<file path="src/rtl/n_bit_arith_pkg.sv">
`default_nettype none
// ============================================================================
//  Module      : n_bit_arith_pkg
//  Description : Shared constants for the arithmetic lab datapath blocks
//                (sequential divider, combinational multiplier).
//                - STATE_W / IDLE / RUN / DONE : divider FSM encoding
//                - cnt_width(n) : width of a down-counter that holds n-1
//  Revision    : 1.0  initial release
// ============================================================================
package n_bit_arith_pkg;

    localparam int STATE_W = 2;

    localparam logic [STATE_W-1:0] IDLE = 2'd0;
    localparam logic [STATE_W-1:0] RUN  = 2'd1;
    localparam logic [STATE_W-1:0] DONE = 2'd2;

    // Width of the iteration counter.
    // It is loaded with n-1 and counts down to zero.
    // The result is floored at 1 so that a zero-width vector is never formed.
    function automatic int cnt_width(input int n);
        return (n > 2) ? $clog2(n) : 1;
    endfunction

endpackage
`default_nettype wire

</file>
<file path="src/rtl/n_bit_div_step.sv">
`default_nettype none
// ============================================================================
//  Module      : n_bit_div_step
//  Description : One combinational iteration of restoring division.
//                Shifts the next dividend bit into the partial remainder,
//                then subtracts the divisor if the subtraction does not
//                underflow.
//  Ports       : rem      [N:0]   partial remainder in
//                din              next dividend bit (msb first)
//                divisor  [N-1:0] divisor
//                rem_next [N:0]   partial remainder out
//                q_bit            quotient bit produced by this step
//  Revision    : 1.0  initial release
// ============================================================================
module n_bit_div_step #(
    parameter int N = 4
) (
    input  logic [N:0]   rem,
    input  logic         din,
    input  logic [N-1:0] divisor,
    output logic [N:0]   rem_next,
    output logic         q_bit
);

    logic [N+1:0] w_shift;
    logic [N+1:0] w_diff;

    // Work one bit wider than the remainder.
    // The borrow out of the subtraction is then the sign bit, which is
    // exactly the "shifted < divisor" comparison.
    assign w_shift  = {rem, din};
    assign w_diff   = w_shift - {2'b00, divisor};
    assign q_bit    = ~w_diff[N+1];
    assign rem_next = q_bit ? w_diff[N:0] : w_shift[N:0];

endmodule
`default_nettype wire

</file>
<file path="src/rtl/n_bit_divider.sv">
`default_nettype none
// ============================================================================
//  Module      : n_bit_divider
//  Description : Sequential unsigned N-bit divider.
//                Uses restoring shift-subtract, one quotient bit per clock,
//                under a start/done handshake.
//  Ports       : clk          system clock, rising edge
//                rst_n        asynchronous active-low reset
//                start        request a division (sampled in IDLE only)
//                a   [N-1:0]  dividend, captured on the accepting edge
//                b   [N-1:0]  divisor, captured on the accepting edge
//                busy         high while iterating
//                done         one-cycle pulse; q/r/div_by_zero are valid
//                q   [N-1:0]  quotient  a / b
//                r   [N-1:0]  remainder a % b
//                div_by_zero  captured divisor was zero
//  Revision    : 1.0  initial release
// ============================================================================
module n_bit_divider
    import n_bit_arith_pkg::*;
#(
    parameter int N = 4
) (
    input  logic         clk,
    input  logic         rst_n,
    input  logic         start,
    input  logic [N-1:0] a,
    input  logic [N-1:0] b,
    output logic         busy,
    output logic         done,
    output logic [N-1:0] q,
    output logic [N-1:0] r,
    output logic         div_by_zero
);

    localparam int            CW         = cnt_width(N);
    localparam logic [CW-1:0] c_CNT_LOAD = CW'(N - 1);

    logic [STATE_W-1:0] r_state;
    logic [STATE_W-1:0] w_next_state;

    // The dividend register doubles as the quotient register.
    // Dividend bits leave at the msb while quotient bits enter at the lsb.
    logic [N-1:0]  r_dividend;
    logic [N-1:0]  r_divisor;
    logic [N:0]    r_rem;
    logic [CW-1:0] r_count;

    logic [N:0]    w_rem_next;
    logic          w_q_bit;
    logic [N-1:0]  w_q_shift;
    logic          w_last_step;

    n_bit_div_step #(
        .N (N)
    ) u_step (
        .rem      (r_rem),
        .din      (r_dividend[N-1]),
        .divisor  (r_divisor),
        .rem_next (w_rem_next),
        .q_bit    (w_q_bit)
    );

    assign w_q_shift   = {r_dividend[N-2:0], w_q_bit};
    assign w_last_step = (r_count == '0);

    // ---------------------------------------------------------------- state
    always_ff @(posedge clk or negedge rst_n) begin
        if (!rst_n) begin
            r_state <= IDLE;
        end else begin
            r_state <= w_next_state;
        end
    end

    // ----------------------------------------------------------- next state
    always_comb begin
        w_next_state = r_state;
        case (r_state)
            IDLE:    if (start) w_next_state = RUN;
            RUN:     if (w_last_step) w_next_state = DONE;
            DONE:    w_next_state = IDLE;
            default: w_next_state = IDLE;
        endcase
    end

    // -------------------------------------------------------------- outputs
    always_comb begin
        busy = 1'b0;
        done = 1'b0;
        case (r_state)
            RUN:     busy = 1'b1;
            DONE:    done = 1'b1;
            default: ;
        endcase
    end

    // ------------------------------------------------------------- datapath
    always_ff @(posedge clk or negedge rst_n) begin
        if (!rst_n) begin
            r_dividend  <= '0;
            r_divisor   <= '0;
            r_rem       <= '0;
            r_count     <= '0;
            q           <= '0;
            r           <= '0;
            div_by_zero <= 1'b0;
        end else begin
            case (r_state)
                IDLE: begin
                    if (start) begin
                        r_dividend <= a;
                        r_divisor  <= b;
                        r_rem      <= '0;
                        r_count    <= c_CNT_LOAD;
                    end
                end
                RUN: begin
                    r_rem      <= w_rem_next;
                    r_dividend <= w_q_shift;
                    r_count    <= r_count - 1'b1;
                    // The result registers load on the edge that enters
                    // DONE. They then hold until the next completion.
                    if (w_last_step) begin
                        q           <= w_q_shift;
                        r           <= w_rem_next[N-1:0];
                        div_by_zero <= (r_divisor == '0);
                    end
                end
                default: ;
            endcase
        end
    end

endmodule
`default_nettype wire

</file>
<file path="config.mk">
export PLATFORM = sky130hd
export DESIGN_NAME = n_bit_divider
export DESIGN_NICKNAME = d
export VERILOG_FILES = /design/src/rtl/n_bit_arith_pkg.sv /design/src/rtl/n_bit_div_step.sv /design/src/rtl/n_bit_divider.sv
export SDC_FILE = /design/constraint.sdc
export NUM_CORES = 1
export LEC_CHECK = 0
export CAP_MARGIN = 20
export CORE_ASPECT_RATIO = 1.5
export CORE_MARGIN = 3
export CORE_UTILIZATION = 30
export DETAILED_ROUTE_END_ITERATION = 8
export SLEW_MARGIN = 5
export SYNTH_ARGS = -nofsm -noshare
export SYNTH_HDL_FRONTEND = slang
export SYNTH_SLANG_ARGS = --single-unit
</file>
<file path="constraint.sdc">
create_clock -name clk -period 4.05 [get_ports clk]
set_input_delay 1.215 -clock clk [delete_from_list [all_inputs] [get_ports clk]]
set_output_delay 1.215 -clock clk [all_outputs]
set_load 0.005 [all_outputs]
</file>
==> metrics.md, run 1 <==
| Metric | Value |
|---|---|
| Synth area leaders | `dfrtp_1 (50%), nand2_1 (4.9%), ha_1 (4.8%)` |
| IO Port Bufs | `21` |
| R2r worst-path depth | `7` |
| Worst flop-to-flop path endpoint | `r[0]$_DFFE_PN0P_` |
| Fmax | `333.5 MHz` |
| RR Startpoint | `r_divisor[1]$_DFFE_PN0P_` |
| Final nets | `169` |
| Critical path fanouts, max | `9` |
| Layout cells sized above 1 | `between 8 and 9%` |
| VDD IR-drop max | `0.4483 mV` |
| IO Pins | `22` |
| Synthesized net count | `144` |
| Post-route insts no fill | `a little under 200` |
| Post-detail-place hpwl | `2140 µm` |
| Area grow syn2layout | `24.59%` |
| Normalized max-slew margin | `61.23%` |
| Setup crit start kind | `flip-flop` |
| CTS Buf Count | `3` |
| Final Power | `about 1.4 mW` |
| Number of setup violations in the final report | `0` |
| Final Max Slew Viols | `0` |
| Syn avg cell area | `10.22 µm²` |
| Via-per-instance ratio | `approximately 5` |
| Post-synthesis mux area share | `between 5 and 6%` |
| Min-Delay Endpoint | `r_state[0]$_DFFE_PN0P_` |
| WL per Instance | `13.76 µm` |
| Placed insts | `192` |
| Post-CTS sizing | `0` |
| Top cell type by total area after synthesis | `dfrtp_1` |
| Die area | `5166 µm²` |
| FF+latch count, synth | `26` |
| Clock latency on the worst-skew pair | `around 0.26 ns` |
| Pwr per Cell Area | `880.6 nW/µm²` |
| Synth Cell Area | `1297 µm²` |
| Cells after Synth | `127` |
| Die height | `about 87 µm` |
| 1st-iter DRT viols | `15` |
| H-Tree Depth | `1` |
| Routed via count | `976` |
| Clk sinks | `26` |
| CTS clk-pin slew, worst paths | `around 0.090 ns` |
| Global Route Usage Sum | `roughly 12%` |
| Core ar. | `4064 µm²` |
| CP required | `2.83 ns` |
| Max-cap violations | `0` |
| Yosys cell types | `30` |
| Top cell type's share of synthesized area | `50.14%` |
| Arrival time worst endpoint | `1.78 ns` |
| Post-Synth Simple-Gate Area | `11.67%` |
| Kind of critical path | `reg -> out` |
| ANT cells | `0` |
| Final TNS setup | `0 ns` |
| Worst-Margin Slew | `0.5777 ns` |
| Outcome | `finished, final reports clean` |
| Final hold viol count | `0` |
| Place WS | `1.269 ns` |
| Worst Hold Launch | `r_state[1]$_DFFE_PN0P_` |
| Total Wirelength | `2697 µm` |
| Setup repair after global routing missed its margin | `no` |
| GPL Wtd Cong | `0.7790` |
| Largest family of logic cells by synthesized area | `compound AO/OA/AOI/OAI gates` |
| Compound-Gate Fraction of Synth Area | `20.73%` |
| Residual DRC | `0` |
| Adder-cell share of the synthesized area | `under 10%` |
| Min cycle time layout | `2.998 ns` |
| Max Buffers Root-to-Sink | `2` |
| Worst clock skew | `0.003899 ns` |
| Hold Path Cell Cnt | `1` |
| Root buffer cell | `clkbuf_8` |
| Postcts setup bufs | `0` |
| CTS tree | `yes` |
| Pleak | `0.7088 nW` |
| Xor and xnor area share after synthesis | `0.6750%` |
| Setup WS post-layout | `1.052 ns` |
| Hold Crit Class | `reg -> reg` |
| Die width | `a little under 60 µm` |
| Antenna Nets Post-Route | `0` |
| Vias in the first global route | `1023` |
| Synthesis Warnings | `0` |
| Sequential share of the synthesized area | `50.14%` |
| Total grt overflow | `0` |
| Fill count | `around 410` |
| Largest net degree at the start of global routing | `27` |
| Cts hold-fix bufs | `0` |
| Most frequent cells in the layout | `dfrtp_1 (26), clkdlybuf4s50_1 (21), nand2_1 (17)` |
| Site Rows | `28` |
| First-pass GRT wire length | `4657 µm` |
| Most common cell after layout, fill and taps aside | `dfrtp_1` |
| R2R Setup Slk | `roughly 1.9 ns` |
| CP Capture Type | `primary output` |
| Starting Density | `between 30% and 40%` |
| Initial antenna violation count | `0` |
| Final period util | `74.04%` |
| DR pass1 iterations | `4` |
-- cell families after synthesis --
group / count (synthesis)
adder cells (fa/ha/maj): 6
AND/OR/NAND/NOR: 32
XOR/XNOR: 1
AO/OA/AOI/OAI: 40
multiplexers: 7
buffers and inverters: 15
flip-flops: 26
-- synthesized netlist by cell type --
cell       count
dfrtp_1       26
nand2_1       17
inv_1         13
a21oi_1        9
o21ai_1        8
o21ai_0        7
ha_1           5
mux2_2         5
o22ai_1        5
nor2_1         4
nand3_1        3
a22o_1         2
buf_2          2
mux2i_1        2
nand2b_1       2
o21a_1         2
or4_1          2
a22oi_1        1
a32oi_1        1
fa_1           1
nand3b_1       1
nor2b_1        1
nor3_1         1
o2111ai_1      1
o2111ai_4      1
o21bai_1       1
o22a_1         1
o31a_4         1
or3_4          1
xor2_1         1
-- area by class of cell --
cell class	instances	area [µm²]	area share (%)
multi-input combinational	86	588.1	36.38
clock buffer	4	55.05	3.406
timing repair buffer	22	217.7	13.47
sequential	26	650.6	40.25
inverter	13	48.80	3.019
tap	45	56.30	3.483
-- how the worst max path moves through the flow --
stage | from | endpoint | cells after the start
2_1_floorplan | r_state[1]$_DFFE_PN0P_ | busy | 3
3_3_place_gp | start | r_divisor[0]$_DFFE_PN0P_ | 4
3_5_place_dp | start | r_divisor[0]$_DFFE_PN0P_ | 4
4_1_cts | r_state[1]$_DFFE_PN0P_ | busy | 4
5_1_grt | r_state[1]$_DFFE_PN0P_ | busy | 4
6_report | r_state[1]$_DFFE_PN0P_ | busy | 4
-- layer usage --
layer  vias to the layer above  GRT usage (%)  share of wire, %
met5                         -              0                 0
met4                         0          3.831              0.74
met3                         2          2.086               2.9
met2                        18          20.57                53
met1                       457          13.59                43
li1                        499              -                 -
-- metrics by stage --
stage          hold slack (ns)  cell area (µm²)  util (%)
3_5_place_dp            0.4415             1562     38.42
5_1_grt                 0.4947             1617     39.78
2_1_floorplan           0.4158             1297         -
4_1_cts                 0.4530             1617     39.78
6_report                0.4496             1617     39.78
3_3_place_gp            0.4363             1562     38.42
-- power breakdown --
group / switching, mW / internal (mW) / total [mW] / leakage [nW]
registers: 0.0933 / 0.386 / 0.479 / 0.312
clock network: 0.0770 / 0.0867 / 0.164 / 0.0288
logic: 0.395 / 0.385 / 0.780 / 0.368
-- critical path, stage by stage, from the launching register on --
cell	delay, ns
dfrtp_1	0.40
inv_1	0.16
nand2_1	0.21
inv_1	0.21
clkdlybuf4s50_1	0.53
-- state kept, by name (all words and copies together) (netlist names) --
register     flops
r_state          2
q                4
r_divisor        4
div_by_zero      1
r_count          2
r_dividend       4
r_rem            5
r                4
Note: power is estimated with default switching activity, not from simulation.
==> run 2, diff against run 1 <==
- clock period: 4.05 -> 3.1 ns (I/O delays scaled with it)
==> run 2 against run 1 <==
Against the previous run:
- core utilization rose by 0.40 points
- sequential power rose by 31%
- clock power rose by 74%
- worst setup slack got worse by 0.71 ns
- critical endpoint unchanged
==> metrics.md, run 2 (synthesis results as in run 1) <==
| Metric | Value |
|---|---|
| Outcome | `finished, final reports clean` |
| GPL Wtd Cong | `0.7900` |
| Final period util | `slightly below 90%` |
| Total grt overflow | `0` |
| Min-Delay Endpoint | `r_state[0]$_DFFE_PN0P_` |
| Global routing usage on met3 | `2.086%` |
| Top reg by flops | `r_rem` |
| Post-detail-place hpwl | `2173 µm` |
| Critical-path top delay cell | `clkdlybuf4s50_1` |
| Total Wirelength | `2796 µm` |
| Critical path buffer and inverter count | `3` |
| DR pass1 iterations | `4` |
| CTS Buf Count | `3` |
| H-Tree Depth | `1` |
| Post-CTS sizing | `0` |
| R2R Setup Slk | `roughly 0.94 ns` |
| Arrival time worst endpoint | `1.82 ns` |
| Kind of critical path | `reg -> out` |
| R2r worst-path depth | `7` |
| Antenna Nets Post-Route | `0` |
| CP Cell Sequence | `inv_1 -> nand2_1 -> inv_1 -> clkdlybuf4s50_1` |
| Initial antenna violation count | `0` |
| CP most frequent cell | `inv_1` |
| Post-DP Area | `between 1500 and 2000 µm²` |
| Die height | `86.55 µm` |
| Worst Hold Launch | `r_state[1]$_DFFE_PN0P_` |
| Site Rows | `28` |
| Clk sinks | `26` |
| Core ar. | `4064 µm²` |
| Final Max Slew Viols | `0` |
| Placed insts | `192` |
| WL per Instance | `14.27 µm` |
| Setup repair after global routing missed its margin | `no` |
| Hold Path Cell Cnt | `1` |
| Area grow syn2layout | `25.84%` |
| IO Port Bufs | `21` |
| IO Pins | `22` |
| Worst flop-to-flop path endpoint | `r[0]$_DFFE_PN0P_` |
| Pleak | `0.7158 nW` |
| Vias in the first global route | `1032` |
| Global Route Usage Sum | `12.14%` |
| Final nets | `169` |
| Largest net degree at the start of global routing | `27` |
| CP Capture Type | `primary output` |
| Residual DRC | `0` |
| CTS tree | `yes` |
| First-pass GRT wire length | `just under 5000 µm` |
| Routed via count | `996` |
| VDD IR-drop max | `0.5610 mV` |
| Via-per-instance ratio | `5.082` |
| Most frequent cells in the layout | `dfrtp_1 (26), clkdlybuf4s50_1 (21), nand2_1 (17)` |
| Post-route insts no fill | `around 200` |
| Min cycle time layout | `2.755 ns` |
| Max stage delay on crit path | `0.53 ns` |
| CTS clk-pin slew, worst paths | `0.10 ns` |
| Starting Density | `a little under a third` |
| ANT cells | `0` |
| Normalized max-slew margin | `between 60% and 70%` |
| Final Hold Slack | `0.4681 ns` |
| Hold Crit Class | `reg -> reg` |
| CP required | `approximately 2.2 ns` |
| Worst-Margin Slew | `0.5572 ns` |
| Cts hold-fix bufs | `0` |
| Worst clock skew | `around 0.0082 ns` |
| Fin area | `between 1500 and 2000 µm²` |
| Layout cells sized above 1 | `8.609%` |
| Gr busiest metal | `met2` |
| Fmax | `363.0 MHz` |
| GR Layer Usage met2 | `20.57%` |
| 1st-iter DRT viols | `22` |
| Routing usage on met1 | `14.79%` |
| Clock latency on the worst-skew pair | `approximately 0.28 ns` |
| Pwr per Cell Area | `1186 nW/µm²` |
| Final TNS setup | `0 ns` |
| Most common cell after layout, fill and taps aside | `dfrtp_1` |
| RR Startpoint | `r_divisor[1]$_DFFE_PN0P_` |
| Max-cap violations | `0` |
| Final hold viol count | `0` |
| Die area | `between 5000 and 6000 µm²` |
| Die width | `about 60 µm` |
| Max reg flops | `5` |
| Postcts setup bufs | `0` |
| Max Buffers Root-to-Sink | `2` |
| Number of setup violations in the final report | `0` |
| Largest delay share family, worst path | `buffers and inverters` |
| Setup crit start kind | `flip-flop` |
| Root buffer cell | `clkbuf_8` |
| Critical path fanouts, max | `9` |
==> run 2: cell count changes in the layout (fill, tap and decap cells not counted), sizes merged <==
cell / before / now
bufinv: 0 / 1
clkbuf: 4 / 3
==> run 2: per-layer routing <==
metal | part of all wire, % | routed length [µm] | vias to the layer above
met2 | 52 | 1461 | 20
met4 | 2.5 | 71 | 0
met5 | 0 | 0 | -
met1 | 41 | 1153 | 469
li1 | - | - | 499
met3 | 3.9 | 110 | 8
==> run 2: final cells by class <==
class                   instances  area [µm²]
inverters                      13       48.80
flip-flops and latches         26       650.6
multi-input cells              86       588.1
fillers                       403        2431
well taps                      45       56.30
clock buffers                   3       41.29
repair buffers                 22       217.7
clock inverters                 1       30.03
==> run 2: worst max-delay path by stage <==
stage	start	end	cells past startpoint
6_report	r_state[1]$_DFFE_PN0P_	busy	4
5_1_grt	r_state[1]$_DFFE_PN0P_	busy	4
4_1_cts	r_state[1]$_DFFE_PN0P_	busy	4
3_5_place_dp	start	r_divisor[0]$_DFFE_PN0P_	4
3_3_place_gp	start	r_divisor[0]$_DFFE_PN0P_	4
2_1_floorplan	r_divisor[1]$_DFFE_PN0P_	r[0]$_DFFE_PN0P_	7
==> run 2: where the power goes <==
group | internal [mW] | switching [mW]
logic | 0.503 | 0.520
registers | 0.504 | 0.124
clock network | 0.173 | 0.112
total | 1.18 | 0.756
==> run 2: metrics by stage <==
| stage | power, mW | util (%) | setup slack (ns) |
|---|---|---|---|
| after floorplan | 1.321 | - | 1.142 |
| after global placement | 1.643 | 38.42 | 0.6881 |
| after detailed placement | 1.673 | 38.42 | 0.6037 |
| after CTS | 1.960 | 40.18 | 0.3489 |
| after global routing | 2.122 | 40.18 | 0.1405 |
| final | 1.936 | 40.18 | 0.3453 |
